===== src/rtl/dmem_arbiter_pkg.sv =====
// Shared types and constants for the data-memory arbiter.
package dmem_arb_pkg;

    typedef enum logic {
        IDLE   = 1'b0,
        ACCESS = 1'b1
    } state_t;

    localparam logic REQ_CPU = 1'b0;
    localparam logic REQ_DBG = 1'b1;

endpackage


===== src/rtl/dmem_arbiter_if.sv =====
// Requester handshakes plus the single-port memory bus around the arbiter.
// slave = arbiter view, master = requesters/memory view.
interface dmem_arbiter_if #(
    parameter int DATA_WIDTH     = 8,
    parameter int DATA_DIR_WIDTH = 8
) ();
    logic                      r0_req;
    logic                      r0_we;
    logic [DATA_DIR_WIDTH-1:0] r0_addr;
    logic [DATA_WIDTH-1:0]     r0_wdata;
    logic                      r0_gnt;
    logic                      r0_rsp;
    logic [DATA_WIDTH-1:0]     r0_rdata;

    logic                      r1_req;
    logic                      r1_we;
    logic [DATA_DIR_WIDTH-1:0] r1_addr;
    logic [DATA_WIDTH-1:0]     r1_wdata;
    logic                      r1_gnt;
    logic                      r1_rsp;
    logic [DATA_WIDTH-1:0]     r1_rdata;

    logic                      MemWrite;
    logic                      MemRead;
    logic [DATA_DIR_WIDTH-1:0] Address;
    logic [DATA_WIDTH-1:0]     WriteData;
    logic [DATA_WIDTH-1:0]     ReadData;

    modport slave (
        input  r0_req, r0_we, r0_addr, r0_wdata,
        output r0_gnt, r0_rsp, r0_rdata,
        input  r1_req, r1_we, r1_addr, r1_wdata,
        output r1_gnt, r1_rsp, r1_rdata,
        output MemWrite, MemRead, Address, WriteData,
        input  ReadData
    );

    modport master (
        output r0_req, r0_we, r0_addr, r0_wdata,
        input  r0_gnt, r0_rsp, r0_rdata,
        output r1_req, r1_we, r1_addr, r1_wdata,
        input  r1_gnt, r1_rsp, r1_rdata,
        input  MemWrite, MemRead, Address, WriteData,
        output ReadData
    );

endinterface


===== src/rtl/dmem_arbiter_rr_pick2.sv =====
// Combinational two-way picker: round-robin on last winner, or fixed
// priority to requester 0 when fixed_prio is set.
module rr_pick2
    import dmem_arb_pkg::*;
(
    input  logic [1:0] req,
    input  logic       last,
    input  logic       fixed_prio,
    output logic [1:0] gnt,
    output logic       win
);

    // Resolve the winner id, then one-hot encode it when anyone is asking.
    always_comb begin
        win = REQ_CPU;
        gnt = 2'b00;
        case (req)
            2'b01:   win = REQ_CPU;
            2'b10:   win = REQ_DBG;
            2'b11:   win = fixed_prio ? REQ_CPU : ~last;
            default: win = REQ_CPU;
        endcase
        if (req != 2'b00)
            gnt = win ? 2'b10 : 2'b01;
    end

endmodule


===== src/rtl/dmem_arbiter.sv =====
// Two-requester sequencer for the single-port data memory: grant in IDLE,
// one ACCESS cycle on the memory, registered response the cycle after.
module dmem_arbiter
    import dmem_arb_pkg::*;
#(
    parameter int DATA_WIDTH     = 8,
    parameter int DATA_DIR_WIDTH = 8,
    parameter int FIXED_PRIO     = 0
) (
    input  logic           clk,
    input  logic           rst,
    dmem_arbiter_if.slave  bus
);

    state_t                    state_q, state_d;
    logic                      last_q, last_d;
    logic                      we_q, we_d;
    logic [DATA_DIR_WIDTH-1:0] addr_q, addr_d;
    logic [DATA_WIDTH-1:0]     wdata_q, wdata_d;
    logic                      id_q, id_d;
    logic [1:0]                rsp_q, rsp_d;
    logic [DATA_WIDTH-1:0]     rdata0_q, rdata0_d;
    logic [DATA_WIDTH-1:0]     rdata1_q, rdata1_d;

    logic [1:0] pick_gnt;
    logic       pick_win;
    logic [1:0] gnt;
    logic       in_access;

    rr_pick2 u_pick (
        .req        ({bus.r1_req, bus.r0_req}),
        .last       (last_q),
        .fixed_prio (FIXED_PRIO != 0),
        .gnt        (pick_gnt),
        .win        (pick_win)
    );

    // Grants only from IDLE and never while reset is held.
    assign gnt = (state_q == IDLE && !rst) ? pick_gnt : 2'b00;

    // Memory strobes come from state so an access aborted by reset never writes.
    assign in_access = (state_q == ACCESS) && !rst;

    // Next state, command capture on grant, response/read-data capture on access.
    always_comb begin
        state_d  = state_q;
        last_d   = last_q;
        we_d     = we_q;
        addr_d   = addr_q;
        wdata_d  = wdata_q;
        id_d     = id_q;
        rsp_d    = 2'b00;
        rdata0_d = rdata0_q;
        rdata1_d = rdata1_q;
        case (state_q)
            IDLE: begin
                if (gnt != 2'b00) begin
                    state_d = ACCESS;
                    last_d  = pick_win;
                    id_d    = pick_win;
                    if (pick_win == REQ_CPU) begin
                        we_d    = bus.r0_we;
                        addr_d  = bus.r0_addr;
                        wdata_d = bus.r0_wdata;
                    end else begin
                        we_d    = bus.r1_we;
                        addr_d  = bus.r1_addr;
                        wdata_d = bus.r1_wdata;
                    end
                end
            end
            ACCESS: begin
                state_d      = IDLE;
                rsp_d[id_q]  = 1'b1;
                if (!we_q) begin
                    if (id_q == REQ_CPU) rdata0_d = bus.ReadData;
                    else                 rdata1_d = bus.ReadData;
                end
            end
            default: state_d = IDLE;
        endcase
    end

    // State and datapath registers with synchronous reset.
    always_ff @(posedge clk) begin
        if (rst) begin
            state_q  <= IDLE;
            last_q   <= REQ_DBG;
            we_q     <= 1'b0;
            addr_q   <= '0;
            wdata_q  <= '0;
            id_q     <= REQ_CPU;
            rsp_q    <= 2'b00;
            rdata0_q <= '0;
            rdata1_q <= '0;
        end else begin
            state_q  <= state_d;
            last_q   <= last_d;
            we_q     <= we_d;
            addr_q   <= addr_d;
            wdata_q  <= wdata_d;
            id_q     <= id_d;
            rsp_q    <= rsp_d;
            rdata0_q <= rdata0_d;
            rdata1_q <= rdata1_d;
        end
    end

    assign bus.r0_gnt    = gnt[0];
    assign bus.r1_gnt    = gnt[1];
    assign bus.r0_rsp    = rsp_q[0];
    assign bus.r1_rsp    = rsp_q[1];
    assign bus.r0_rdata  = rdata0_q;
    assign bus.r1_rdata  = rdata1_q;
    assign bus.MemWrite  = in_access && we_q;
    assign bus.MemRead   = in_access && !we_q;
    assign bus.Address   = addr_q;
    assign bus.WriteData = wdata_q;

endmodule

===== src/flat_wrapper.sv =====
// flat-port wrapper written by rule: the top's interface ports become plain ports
module dmem_arbiter_flat import dmem_arb_pkg::*;
#(
    parameter int DATA_WIDTH     = 8,
    parameter int DATA_DIR_WIDTH = 8,
    parameter int FIXED_PRIO     = 0
)
  (clk, rst, bus_r0_req, bus_r0_we, bus_r0_addr, bus_r0_wdata, bus_r0_gnt, bus_r0_rsp, bus_r0_rdata, bus_r1_req, bus_r1_we, bus_r1_addr, bus_r1_wdata, bus_r1_gnt, bus_r1_rsp, bus_r1_rdata, bus_MemWrite, bus_MemRead, bus_Address, bus_WriteData, bus_ReadData);
  dmem_arbiter_if #(.DATA_WIDTH(DATA_WIDTH), .DATA_DIR_WIDTH(DATA_DIR_WIDTH)) bus_i ();
  input  logic clk;
  input  logic rst;
  input wire logic [$bits(bus_i.r0_req)-1:0] bus_r0_req;
  input wire logic [$bits(bus_i.r0_we)-1:0] bus_r0_we;
  input wire logic [$bits(bus_i.r0_addr)-1:0] bus_r0_addr;
  input wire logic [$bits(bus_i.r0_wdata)-1:0] bus_r0_wdata;
  output wire logic [$bits(bus_i.r0_gnt)-1:0] bus_r0_gnt;
  output wire logic [$bits(bus_i.r0_rsp)-1:0] bus_r0_rsp;
  output wire logic [$bits(bus_i.r0_rdata)-1:0] bus_r0_rdata;
  input wire logic [$bits(bus_i.r1_req)-1:0] bus_r1_req;
  input wire logic [$bits(bus_i.r1_we)-1:0] bus_r1_we;
  input wire logic [$bits(bus_i.r1_addr)-1:0] bus_r1_addr;
  input wire logic [$bits(bus_i.r1_wdata)-1:0] bus_r1_wdata;
  output wire logic [$bits(bus_i.r1_gnt)-1:0] bus_r1_gnt;
  output wire logic [$bits(bus_i.r1_rsp)-1:0] bus_r1_rsp;
  output wire logic [$bits(bus_i.r1_rdata)-1:0] bus_r1_rdata;
  output wire logic [$bits(bus_i.MemWrite)-1:0] bus_MemWrite;
  output wire logic [$bits(bus_i.MemRead)-1:0] bus_MemRead;
  output wire logic [$bits(bus_i.Address)-1:0] bus_Address;
  output wire logic [$bits(bus_i.WriteData)-1:0] bus_WriteData;
  input wire logic [$bits(bus_i.ReadData)-1:0] bus_ReadData;
  assign bus_i.r0_req = bus_r0_req;
  assign bus_i.r0_we = bus_r0_we;
  assign bus_i.r0_addr = bus_r0_addr;
  assign bus_i.r0_wdata = bus_r0_wdata;
  assign bus_r0_gnt = bus_i.r0_gnt;
  assign bus_r0_rsp = bus_i.r0_rsp;
  assign bus_r0_rdata = bus_i.r0_rdata;
  assign bus_i.r1_req = bus_r1_req;
  assign bus_i.r1_we = bus_r1_we;
  assign bus_i.r1_addr = bus_r1_addr;
  assign bus_i.r1_wdata = bus_r1_wdata;
  assign bus_r1_gnt = bus_i.r1_gnt;
  assign bus_r1_rsp = bus_i.r1_rsp;
  assign bus_r1_rdata = bus_i.r1_rdata;
  assign bus_MemWrite = bus_i.MemWrite;
  assign bus_MemRead = bus_i.MemRead;
  assign bus_Address = bus_i.Address;
  assign bus_WriteData = bus_i.WriteData;
  assign bus_i.ReadData = bus_ReadData;
  dmem_arbiter #(.DATA_WIDTH(DATA_WIDTH), .DATA_DIR_WIDTH(DATA_DIR_WIDTH), .FIXED_PRIO(FIXED_PRIO)) u_core (.clk(clk), .rst(rst), .bus(bus_i));
endmodule

===== config.mk =====
export PLATFORM = sky130hd
export DESIGN_NAME = dmem_arbiter_flat
export DESIGN_NICKNAME = d
export VERILOG_FILES = /design/src/rtl/dmem_arbiter_pkg.sv /design/src/rtl/dmem_arbiter_if.sv /design/src/rtl/dmem_arbiter_rr_pick2.sv /design/src/rtl/dmem_arbiter.sv /design/src/flat_wrapper.sv
export SDC_FILE = /design/constraint.sdc
export NUM_CORES = 1
export LEC_CHECK = 0
export ABC_CLOCK_PERIOD_IN_PS = 1200
export BUFFER_PORTS_ARGS = -buffer_cell sky130_fd_sc_hd__buf_2
export CAP_MARGIN = 20
export CELL_PAD_IN_SITES_DETAIL_PLACEMENT = 0
export CELL_PAD_IN_SITES_GLOBAL_PLACEMENT = 1
export CORE_MARGIN = 10
export CORE_UTILIZATION = 29
export CTS_BUF_LIST = sky130_fd_sc_hd__clkbuf_16
export DETAILED_ROUTE_END_ITERATION = 8
export PLACE_DENSITY_LB_ADDON = 0.2
export SYNTH_ARGS = -nofsm -noshare
export SYNTH_HDL_FRONTEND = slang
export SYNTH_SLANG_ARGS = --single-unit

===== constraint.sdc =====
create_clock -name clk -period 1.2 [get_ports clk]
set_input_delay 0.12 -clock clk [delete_from_list [all_inputs] [get_ports clk]]
set_output_delay 0.12 -clock clk [all_outputs]
set_load 0.05 [all_outputs]

==> results of run 1 <==
[final cells by class]
cell class                      instances  share of cell area (%)
Multi-Input combinational cell        120                    34.1
Sequential cell                        38                    31.0
Timing Repair Buffer                  103                    25.2
Clock buffer                            5                    5.05
Tap cell                               72                    3.63
Clock inverter                          3                   0.656
Inverter                                2                   0.303
[worst max-delay path: cells and delay by family, from the launching register on]
kind                   cells  cell delay [ns]
AND/OR/NAND/NOR            2             0.30
buffers and inverters      2             0.25
flip-flops                 1             0.35
[metrics by stage]
stage	power, mW	area [um^2]	utilization (%)	setup TNS [ns]	worst slack, ns
3_5_place_dp	2.24	2220	40.3	-0.253	-0.0461
5_1_grt	3.68	2480	45.0	-1.12	-0.135
3_3_place_gp	2.24	2220	40.3	-0.0125	-0.0125
2_1_floorplan	1.99	1680	-	-0.333	-0.148
4_1_cts	3.52	2430	44.1	-0.288	-0.0912
6_report	3.50	2480	45.0	-0.167	-0.0933
[worst paths after layout]
| check | start | to | slack (ns) | depth (start not counted) |
|---|---|---|---|---|
| setup / recovery | u_core.last_q$_SDFFE_PP1P_ | bus_r0_gnt | -0.09 | 4 |
| hold / removal | bus_ReadData[1] | u_core.bus.r1_rdata[1]$_SDFFE_PP0P_ | 0.09 | 3 |
| setup reg to reg | u_core.last_q$_SDFFE_PP1P_ | u_core.bus.Address[7]$_SDFFE_PP0P_ | -0.01 | 5 |
| hold reg to reg | u_core.bus.r0_rdata[2]$_SDFFE_PP0P_ | u_core.bus.r0_rdata[2]$_SDFFE_PP0P_ | 0.49 | 2 |
[Yosys cell counts (2+ instances only)]
| cell | instances |
|---|---|
| sky130_fd_sc_hd__dfxtp_1 | 38 |
| sky130_fd_sc_hd__nand2_1 | 34 |
| sky130_fd_sc_hd__nor2_1 | 22 |
| sky130_fd_sc_hd__a21oi_1 | 17 |
| sky130_fd_sc_hd__mux2i_1 | 16 |
| sky130_fd_sc_hd__a311oi_2 | 9 |
| sky130_fd_sc_hd__a311oi_1 | 8 |
| sky130_fd_sc_hd__buf_2 | 7 |
| sky130_fd_sc_hd__clkbuf_1 | 5 |
| sky130_fd_sc_hd__buf_6 | 2 |
| sky130_fd_sc_hd__inv_1 | 2 |
| sky130_fd_sc_hd__nand2b_1 | 2 |
[layer usage]
layer  share of wire (%)  vias up  global-route usage, %
li1                    -      798                      -
met3                  10        5                   6.21
met4                0.74        0                   2.87
met1                  42      728                   12.0
met2                  47       51                   18.7
met5                   0        -                      0
[repair_timing]
item                       CTS  global route
setup endpoints to repair   17            27
pin swaps                    1             1
setup buffers                1             1
gates resized for setup     17            11
hold endpoints to repair     0             0
[logic make-up after synthesis]
kind of cell | after synthesis | synth area share [%]
and+or+nand+nor | 66 | 17.3
AOI/OAI and AO/OA | 38 | 20.1
DFF | 38 | 46.5
buffers and inverters | 17 | 6.35
muxes | 16 | 9.79
[registers in the layout (all words and copies together) (netlist names)]
name,count
u_core.bus.Address,8
u_core.bus.WriteData,8
u_core.bus.r0_rdata,8
u_core.bus.r1_rdata,8
u_core.id_q,1
u_core.last_q,1
u_core.rsp_q,2
u_core.state_q,1
u_core.we_q,1
[power by group through the flow]
stage	combinational, mW	clock (mW)	sequential, mW
2_1_floorplan	0.338	0	1.65
3_3_place_gp	0.819	0	1.42
3_5_place_dp	0.819	0	1.42
4_1_cts	0.847	1.28	1.39
5_1_grt	0.924	1.35	1.40
6_report	0.859	1.24	1.39
==> flow_metrics.env, run 1 <==
export IMPL_asyncSetResetFlopFracSynth_pct=0
export IMPL_final_setup_skew_ns=0.00242
export IMPL_cts_tree="yes"
export IMPL_fillCellCount=547
export IMPL_synthFlopType="sky130_fd_sc_hd__dfxtp_1"
export IMPL_global_placement_routability_congestion=0.695
export IMPL_critPathCaptureType="output port"
export IMPL_insertedDiodeCount=0
export IMPL_drt_pass1_iterations=4
export IMPL_pwr_share_clk_pct=35.6
export IMPL_die_width_um=95.1
export IMPL_average_wire_per_standard_cell_um=14.6
export IMPL_power_share_combinational_pct=24.6
export IMPL_area_growth_pct=51.5
export IMPL_overflow=0
export IMPL_cts_root_to_sink_buffers=2
export IMPL_dpl_cell_count=333
export IMPL_multiInputGateArea_um2=846
export IMPL_tightest_slew_ns=0.272
export IMPL_powerDensity_nw_per_um2=1410
export IMPL_outcome="finished, violations left"
export IMPL_fmax_mhz=773
export IMPL_timing_critical_path_slowest_stage_cell="sky130_fd_sc_hd__dfxtp_2"
export IMPL_detail_route_drc_violations=0
export IMPL_effective_utilization_at_floorplan_pct=29.7
export IMPL_grt_pass1_vias=1726
export IMPL_layout_area_seq_um2=769
export IMPL_violations="setup timing"
export IMPL_maxSlewHeadroom_pct=81.8
export IMPL_synthesis_nets=221
export IMPL_drtAntennaViolNets=0
export IMPL_pwr_share_seq_pct=39.9
export IMPL_num_io_pins=84
export IMPL_path_max_fanout=3
export IMPL_post_synth_edffs=0
export IMPL_global_route_usage_total_pct=11.2
export IMPL_yosys_warning_count=0
export IMPL_maximum_number_of_pins_on_one_net_before_global_route_repair=22
export IMPL_fin_worst_hold_slack_ns=0.0924
export IMPL_cts_buffers_inserted=5
export IMPL_via_per_instance_ratio=4.61
export IMPL_leakage_nw=1.20
export IMPL_fin_crit_ns=1.29
export IMPL_number_of_antenna_violations_at_the_first_check_in_global_routing=0
export IMPL_synth_area_top_cells="sky130_fd_sc_hd__dfxtp_1 (46%), sky130_fd_sc_hd__mux2i_1 (9.8%), sky130_fd_sc_hd__a311oi_2 (8.3%), sky130_fd_sc_hd__nand2_1 (7.8%), sky130_fd_sc_hd__a21oi_1 (5.2%)"
export IMPL_design_die_area_um2=9050
export IMPL_rsz0062_at_grt="true"
export IMPL_timing_final_hold_violations=0
export IMPL_irDropWorstVdd_v=0.000633
export IMPL_root_buffer="sky130_fd_sc_hd__clkbuf_16"
export IMPL_critical_path_cell_chain="buf_6 -> nand2b_4 -> and3_4 -> buf_8"
export IMPL_synth_cell_types=25
export IMPL_min_delay_path_class="input port to register"
export IMPL_num_vias=1582
export IMPL_finalSetupViolCount=3
export IMPL_crit_arrival_ns=1.17
export IMPL_layout_commonest_cell="sky130_fd_sc_hd__buf_2"
export IMPL_maxCapViolations=0
export IMPL_timing_setup_critical_path_class="register to output port"
export IMPL_sequential_share_of_the_synthesized_area_pct=46.5
export IMPL_synth_cells=175
export IMPL_nets=316
export IMPL_post_synthesis_sequential_element_count=38
export IMPL_row_count=27
export IMPL_netSwitchingFraction_pct=31.0
export IMPL_totalWireLength_um=5020
export IMPL_final_period_utilization_pct=108
export IMPL_port_buffer_count=83
export IMPL_required_ns=1.08
export IMPL_synthDominantCellAreaShare_pct=46.5
export IMPL_detail_route_iter0_violations=41
export IMPL_worstSetupStartpointType="register"
export IMPL_slew_viol_final=0
export IMPL_syn_avg_cell_area_um2=9.35
export IMPL_ctsHoldBuffers=0
export IMPL_internal_power_mw=2.41
export IMPL_level_count_of_the_clock_h_tree=2
export IMPL_dp_hpwl_um=3870
export IMPL_netlist_area_um2=1640
export IMPL_tritoncts_num_sinks=38
export IMPL_commonest_cells_after_routing_fill_and_taps_aside="sky130_fd_sc_hd__buf_2 (79), sky130_fd_sc_hd__dfxtp_1 (35), sky130_fd_sc_hd__nand2_1 (34)"
export IMPL_placeableCoreArea_um2=5510
export IMPL_stdcell_count=343
export IMPL_worst_slack_ns=-0.0933
export IMPL_grt_pass1_wl_um=8070
export IMPL_power_net_switching_mw=1.08
export IMPL_clk_insertion_delay_late_ns=0.28
export IMPL_delay_of_the_slowest_cell_on_the_worst_path_ns=0.35
export IMPL_clkTransAtPathRegs_ns=0.06
export IMPL_dieHeight_um=95.1
export IMPL_final_layout_size_suffix_gt1_share_pct=50.6
export IMPL_synth_top_area_cell="sky130_fd_sc_hd__dfxtp_1"
(Power assumes the default switching activity.)
==> inputs of run 2 (changes only) <==
CORE_MARGIN = 3   (was 10)
PLACE_DENSITY_LB_ADDON = 0.12   (was 0.2)
==> run 2 against run 1 <==
The flow still finishes with violations (setup timing); sequential cell count unchanged; combinational power up 1%; global-route usage up 3.3 points; power down 0.24%; fmax up 0.80%; first-iteration DRC count up 63%; largest cell class unchanged; largest power group unchanged.
==> flow_metrics.env, run 2 (synthesis gave the netlist of run 1 again) <==
export IMPL_area_growth_pct=52.8
export IMPL_layout_commonest_cell="sky130_fd_sc_hd__buf_2"
export IMPL_insertedDiodeCount=0
export IMPL_ctsHoldBuffers=0
export IMPL_num_io_pins=84
export IMPL_cts_tree="yes"
export IMPL_worst_slack_ns=-0.0831
export IMPL_utilization_pct=47.5
export IMPL_finalPower_mw=3.49
export IMPL_num_vias=1554
export IMPL_overflow=0
export IMPL_cts_root_to_sink_buffers=2
export IMPL_slew_viol_final=0
export IMPL_global_placement_routability_congestion=0.701
export IMPL_multiInputGateArea_um2=850
export IMPL_crit_end="bus_r0_gnt"
export IMPL_maxCapViolations=0
export IMPL_detail_route_iter0_violations=67
export IMPL_timing_critical_path_from="u_core.last_q$_SDFFE_PP1P_"
export IMPL_final_setup_skew_ns=0.00445
export IMPL_worstSetupStartpointType="register"
export IMPL_dp_hpwl_um=3290
export IMPL_maxSlewHeadroom_pct=82.7
export IMPL_fin_worst_hold_slack_ns=0.0975
export IMPL_leakage_nw=1.20
export IMPL_layout_area_seq_um2=769
export IMPL_crit_arrival_ns=1.16
export IMPL_outcome="finished, violations left"
export IMPL_placeableCoreArea_um2=5270
export IMPL_totalWireLength_um=4570
export IMPL_ff2ff_setup_slack_ns=0.01
export IMPL_powerDensity_nw_per_um2=1400
export IMPL_clkTransAtPathRegs_ns=0.05
export IMPL_level_count_of_the_clock_h_tree=2
export IMPL_clk_insertion_delay_late_ns=0.27
export IMPL_design_die_area_um2=6580
export IMPL_number_of_antenna_violations_at_the_first_check_in_global_routing=0
export IMPL_irDropWorstVdd_v=0.000675
export IMPL_root_buffer="sky130_fd_sc_hd__clkbuf_16"
export IMPL_row_count=26
export IMPL_tightest_slew_ns=0.260
export IMPL_timing_reg2reg_worst_path_depth=5
export IMPL_fin_crit_ns=1.28
export IMPL_cts_buffers_inserted=5
export IMPL_effective_utilization_at_floorplan_pct=31.1
export IMPL_crit_reg2reg_capture="u_core.bus.r0_rdata[2]$_SDFFE_PP0P_"
export IMPL_fillCellCount=556
export IMPL_path_max_fanout=3
export IMPL_die_width_um=81.1
export IMPL_timing_final_hold_violations=0
export IMPL_min_delay_path_class="input port to register"
export IMPL_grt_pass1_wl_um=7450
export IMPL_nets=317
export IMPL_average_wire_per_standard_cell_um=13.4
export IMPL_timing_setup_critical_path_class="register to output port"
export IMPL_port_buffer_count=83
export IMPL_via_per_instance_ratio=4.54
export IMPL_global_route_usage_total_pct=14.5
export IMPL_detail_route_drc_violations=0
export IMPL_fin_tns_setup_ns=-0.142
export IMPL_violations="setup timing"
export IMPL_finalSetupViolCount=4
export IMPL_rsz0062_at_grt="true"
export IMPL_dieHeight_um=81.1
export IMPL_preCtsSetupSlack_ns=-0.0238
export IMPL_fmax_mhz=779
export IMPL_critPathCaptureType="output port"
export IMPL_worst_r2r_startpoint="u_core.state_q$_SDFF_PP0_"
export IMPL_grt_pass1_vias=1623
export IMPL_tritoncts_num_sinks=38
export IMPL_commonest_cells_after_routing_fill_and_taps_aside="sky130_fd_sc_hd__buf_2 (79), sky130_fd_sc_hd__dfxtp_1 (35), sky130_fd_sc_hd__nand2_1 (34)"
export IMPL_required_ns=1.08
export IMPL_final_period_utilization_pct=107
export IMPL_maximum_number_of_pins_on_one_net_before_global_route_repair=19
export IMPL_drt_pass1_iterations=4
export IMPL_final_layout_size_suffix_gt1_share_pct=50.0
export IMPL_drtAntennaViolNets=0
==> run 2: power by group <==
| part | switching, mW | total, mW | internal (mW) |
|---|---|---|---|
| clock | 0.479 | 1.23 | 0.750 |
| sequential | 0.0464 | 1.39 | 1.34 |
| combinational | 0.549 | 0.870 | 0.321 |
| total | 1.07 | 3.49 | 2.42 |
==> run 2: worst min-delay path by stage <==
| stage | start | to | slack [ns] | cells after the start |
|---|---|---|---|---|
| 6_report | bus_ReadData[3] | u_core.bus.r1_rdata[3]$_SDFFE_PP0P_ | 0.1 | 3 |
| 5_1_grt | bus_ReadData[3] | u_core.bus.r1_rdata[3]$_SDFFE_PP0P_ | 0.1 | 3 |
| 4_1_cts | bus_ReadData[6] | u_core.bus.r1_rdata[6]$_SDFFE_PP0P_ | 0.09 | 3 |
| 3_5_place_dp | bus_ReadData[6] | u_core.bus.r1_rdata[6]$_SDFFE_PP0P_ | 0.38 | 3 |
| 3_3_place_gp | bus_ReadData[3] | u_core.bus.r1_rdata[3]$_SDFFE_PP0P_ | 0.37 | 3 |
| 2_1_floorplan | bus_ReadData[0] | u_core.bus.r1_rdata[0]$_SDFFE_PP0P_ | 0.26 | 2 |
==> run 2: area by class of cell <==
| class | instances | share of cell area (%) |
|---|---|---|
| Clock inverter | 3 | 0.500 |
| Inverter | 2 | 0.300 |
| Clock buffer | 5 | 5.00 |
| Multi-Input combinational cell | 120 | 34.0 |
| Sequential cell | 38 | 30.8 |
| Tap cell | 70 | 3.50 |
| Timing Repair Buffer | 104 | 26.0 |
==> run 2: stage by stage <==
stage / cells / cell area, um^2
CTS: 342 / 2460
floorplan: 175 / 1680
global placement: 330 / 2220
detailed placement: 330 / 2220
global route: 342 / 2500
finish: 342 / 2500
==> run 2: worst max-delay path, cell delays in order, from the launching register on <==
cell	delay [ns]
sky130_fd_sc_hd__dfxtp_2	0.35
sky130_fd_sc_hd__buf_6	0.11
sky130_fd_sc_hd__nand2b_4	0.11
sky130_fd_sc_hd__and3_4	0.18
sky130_fd_sc_hd__buf_8	0.14
==> run 2: repair_timing <==
action / in CTS / in global routing
buffers inserted: 4 / 0
setup endpoints to repair: 21 / 32
gates resized for setup: 20 / 9
pin swaps: 1 / 0
==> run 2: layer usage <==
metal	vias up	global-route usage, %	wire length, um
li1	801	-	-
met1	698	18.6	2130
met2	47	23.5	2100
met3	8	3.77	280
met4	0	5.07	64
met5	-	0	0
